### config.mk
export PLATFORM = sky130hd
export DESIGN_NAME = demux4x32_buf
export DESIGN_NICKNAME = d
export VERILOG_FILES = /design/src/rtl/demux4x32_buf.sv
export SDC_FILE = /design/constraint.sdc
export NUM_CORES = 1
export LEC_CHECK = 0
export CAP_MARGIN = 20
export CORE_ASPECT_RATIO = 2
export CORE_MARGIN = 2
export CORE_UTILIZATION = 36
export DETAILED_ROUTE_END_ITERATION = 6
export PLACE_DENSITY = 0.78
export SYNTH_ARGS = -nofsm -noshare
export SYNTH_HDL_FRONTEND = slang
export SYNTH_SLANG_ARGS = --single-unit
### constraint.sdc
create_clock -name Clk -period 10.11 [get_ports Clk]
set_input_delay 1.5165 -clock Clk [delete_from_list [all_inputs] [get_ports Clk]]
set_output_delay 1.5165 -clock Clk [all_outputs]
set_load 0.02 [all_outputs]
### src/rtl/demux4x32_buf.sv
`default_nettype none
// ============================================================================
// Module   : demux4x32_buf
// Purpose  : 1-to-4 word demultiplexer with one holding register per channel,
//            valid/ready on the input and on each output channel.
// Revision : 1.0
// ============================================================================
module demux4x32_buf #(
    parameter int WIDTH = 32
) (
    input  logic             Clk,
    input  logic             Rst,
    input  logic [WIDTH-1:0] D,
    input  logic [1:0]       S,
    input  logic             DValid,
    output logic             DReady,
    output logic [WIDTH-1:0] Y0,
    output logic [WIDTH-1:0] Y1,
    output logic [WIDTH-1:0] Y2,
    output logic [WIDTH-1:0] Y3,
    output logic [3:0]       YValid,
    input  logic [3:0]       YReady
);

    logic [WIDTH-1:0] r_y [4];
    logic [3:0]       r_valid;
    logic [3:0]       w_sel;
    logic             w_accept;

    // Only the selected channel gates the input; a draining target frees its slot this cycle.
    assign w_sel    = 4'b0001 << S;
    assign DReady   = !r_valid[S] || YReady[S];
    assign w_accept = DValid && DReady;

    for (genvar i = 0; i < 4; i++) begin : g_ch
        always_ff @(posedge Clk or posedge Rst) begin
            if (Rst) begin
                r_y[i]     <= '0;
                r_valid[i] <= 1'b0;
            end else if (w_accept && w_sel[i]) begin
                r_y[i]     <= D;
                r_valid[i] <= 1'b1;
            end else if (r_valid[i] && YReady[i]) begin
                r_valid[i] <= 1'b0;
            end
        end
    end

    assign Y0     = r_y[0];
    assign Y1     = r_y[1];
    assign Y2     = r_y[2];
    assign Y3     = r_y[3];
    assign YValid = r_valid;

endmodule
`default_nettype wire

==> metrics.md <==
| Metric | Value |
|---|---|
| Synth Area in XOR/XNOR | 0 |
| Clock Path Buffers | 2 |
| PortBufs | 173 |
| Worst-Margin Slew | 943 ps |
| Core area | 13,700 sq um |
| Most frequent cells in the layout | clkdlybuf4s50_1 (173), dfrtp_1 (132), mux2_2 (124), clkbuf_16 (17), nand2_1 (5) |
| Starting Density | 0.364 |
| Critical Path RT | 8590 ps |
| Number of diodes | 0 |
| CTS Buf Count | 17 |
| Reg clk slew, reported paths | 60 ps |
| Layout net count | 515 |
| Total grt overflow | 0 |
| Ports | 174 |
| Seq/Total Area, Yosys | 0.660 |
| Avg Vias per Cell | 4.88 |
| Area grow syn2layout | 49.9% |
| Worst VDD drop | 136 uV |
| Pleak | 3.13 nW |
| Synth Register Bits | 132 |
| Worst stage delay on the critical path | 600 ps |
| Arr. time, crit path | 3260 ps |
| Initial antenna violation count | 0 |
| Mapped Cells | 292 |
| Final worst-path cycle share | 0.473 |
| Initial DRC count | 91 |
| GR Util All Layers | 0.164 |
| DRC violations left | 0 |
| Clock period minus worst slack | 4780 ps |
| Synth unique cells | 18 |
| Die H | 171 um |
| Full die area | 14,900 sq um |
| CP max-delay cell | clkdlybuf4s50_1 |
| Setup_tns | 0 ps |
| Worst R2R Path Depth | 4 |
| WL final | 11,800 um |
| PostCTS Resize Cnt | 0 |
| Worst-path maximum fanout | 4 |
| Critical Path Sink Type | output port |
| F_max | 209 MHz |
| Worst hold stages | 1 |
| Status | finished, final reports clean |
| Postcts setup bufs | 0 |
| Average wire per standard cell | 18.4 um |
| Hold Buf Count CTS | 0 |
| Max Slew Vio Count | 0 |
| Commonest non-fill, non-tap cell in the layout | clkdlybuf4s50_1 |
| Net count after synthesis | 333 |
| Max_slew headroom | 0.371 |
| CTS tree | yes |
| Vias in the first global route | 3,335 |
| Routability cong. | 0.755 |
| Clock latency on the worst-skew pair | 400 ps |
| HPWL after DPL | 7860 um |
| Placed insts | 612 |
| Synth Warn # | 0 |
| Crit Path Category | input pin to output port |
| Synth Area in Compound Gates | 0.00100 |
| CP delay by family, top | buffers and inverters |
| Antenna-violating nets left | 0 |
| Levels on crit path | 3 |
| Htree depth | 4 |
| Cell chosen for the clock root | clkbuf_16 |
| Die span in x | 87.4 um |
| Std cell rows | 61 |
| RSZ-0062 raised after global routing | no |
| Drt pass-1 iters | 4 |
| Mapped cell area | 5000 sq um |
| Hold Crit Class | flip-flop to flip-flop |
| Buffer and inverter count on the worst path | 2 |
| Largest family of logic cells by synthesized area | multiplexers |
| Post-Synth Simple-Gate Area | 0.0192 |
| Post-Synth Adder-Cell Area | 0 |
| Layout cells sized above 1 | 0.337 |
| First-pass GRT wire length | 18,400 um |
| Worst Setup Start Kind | input pin |
| Pwr/cell area | 250 nW/um^2 |
| Largest net degree at the start of global routing | 70 |
| Vias | 3,143 |
| Max-cap violations | 0 |
| Hold WS | 490 ps |
| Final setup viols | 0 |
| Mux cell area share after synthesis | 0.293 |
| Fin. Hold Viols | 0 |
| CTS sink cnt | 132 |
| Clock Skews | 4.95 ps |
| Syn Area/Cell | 17.1 sq um |
| CP cell instances | clkdlybuf4s50_1 -> mux4_1 -> clkdlybuf4s50_1 |
| Crit-path most repeated cell | clkdlybuf4s50_1 |
| Cell Count, Final, Fillers Out | 644 |
metal layers:
metal | vias up | routed length [um] | track usage
li1 | 1395 | - | -
met1 | 1578 | 5180 | 0.210
met2 | 160 | 5230 | 0.242
met3 | 10 | 1290 | 0.0796
met4 | 0 | 144 | 0.0562
met5 | - | 0 | 0
cells by family (layout without fill, tap and decap cells):
logic type,after synthesis,after routing
AO/OA/AOI/OAI,1,1
buffers and inverters,15,210
flip-flops,132,132
multiplexers,129,129
AND/OR/NAND/NOR,15,15
where the power goes:
part	total, mW	switching, mW	internal [mW]
Clock	0.648	0.222	0.426
Combinational	0.530	0.249	0.281
Sequential	0.695	0.0569	0.639
final timing paths:
| path | startpoint | slack, ps | end |
|---|---|---|---|
| setup / recovery | S[0] | 5330 | DReady |
| hold / removal | Y3[23] | 490 | Y3[23] |
| setup reg to reg | YValid[1] | 7900 | Y1[11] |
| hold reg to reg | Y3[23] | 490 | Y3[23] |
| max in group asynchronous | Rst | 7120 | Y1[8] |
| min in group asynchronous | Rst | 1620 | Y1[19] |
state kept, by name (all words and copies together) (netlist names):
| signal | count |
|---|---|
| Y0 | 32 |
| Y1 | 32 |
| Y2 | 32 |
| Y3 | 32 |
| YValid | 4 |
area by class of cell:
| type | instances | area [sq um] |
|---|---|---|
| clock buffers | 20 | 457 |
| clock inverters | 12 | 179 |
| fillers | 1117 | 6240 |
| inverters | 1 | 6.26 |
| multi-input cells | 145 | 1580 |
| flip-flops and latches | 132 | 3300 |
| well taps | 157 | 196 |
| repair buffers | 177 | 1780 |
stage by stage:
step	worst slack, ps	util	cell area, sq um	power (mW)
after floorplan	5070	-	5000	0.955
after global placement	5370	0.498	6840	1.23
after detailed placement	5340	0.500	6870	1.24
after CTS	5340	0.546	7500	1.90
after global routing	5310	0.546	7500	1.95
final	5330	0.546	7500	1.87
cell usage after synthesis (all sizes together):
| library cell | number | area share |
|---|---|---|
| and3 | 1 | 0.0013 |
| buf | 12 | 0.022 |
| clkbuf | 2 | 0.0037 |
| dfrtp | 132 | 0.66 |
| inv | 1 | 0.00075 |
| mux2 | 128 | 0.29 |
| mux4 | 1 | 0.0053 |
| nand2 | 5 | 0.0038 |
| nand2b | 4 | 0.0050 |
| nand3 | 1 | 0.0010 |
| nand3b | 1 | 0.0015 |
| nor2b | 2 | 0.0030 |
| nor3b | 1 | 0.0038 |
| o21ai | 1 | 0.0010 |
(Power assumes the default switching activity.)
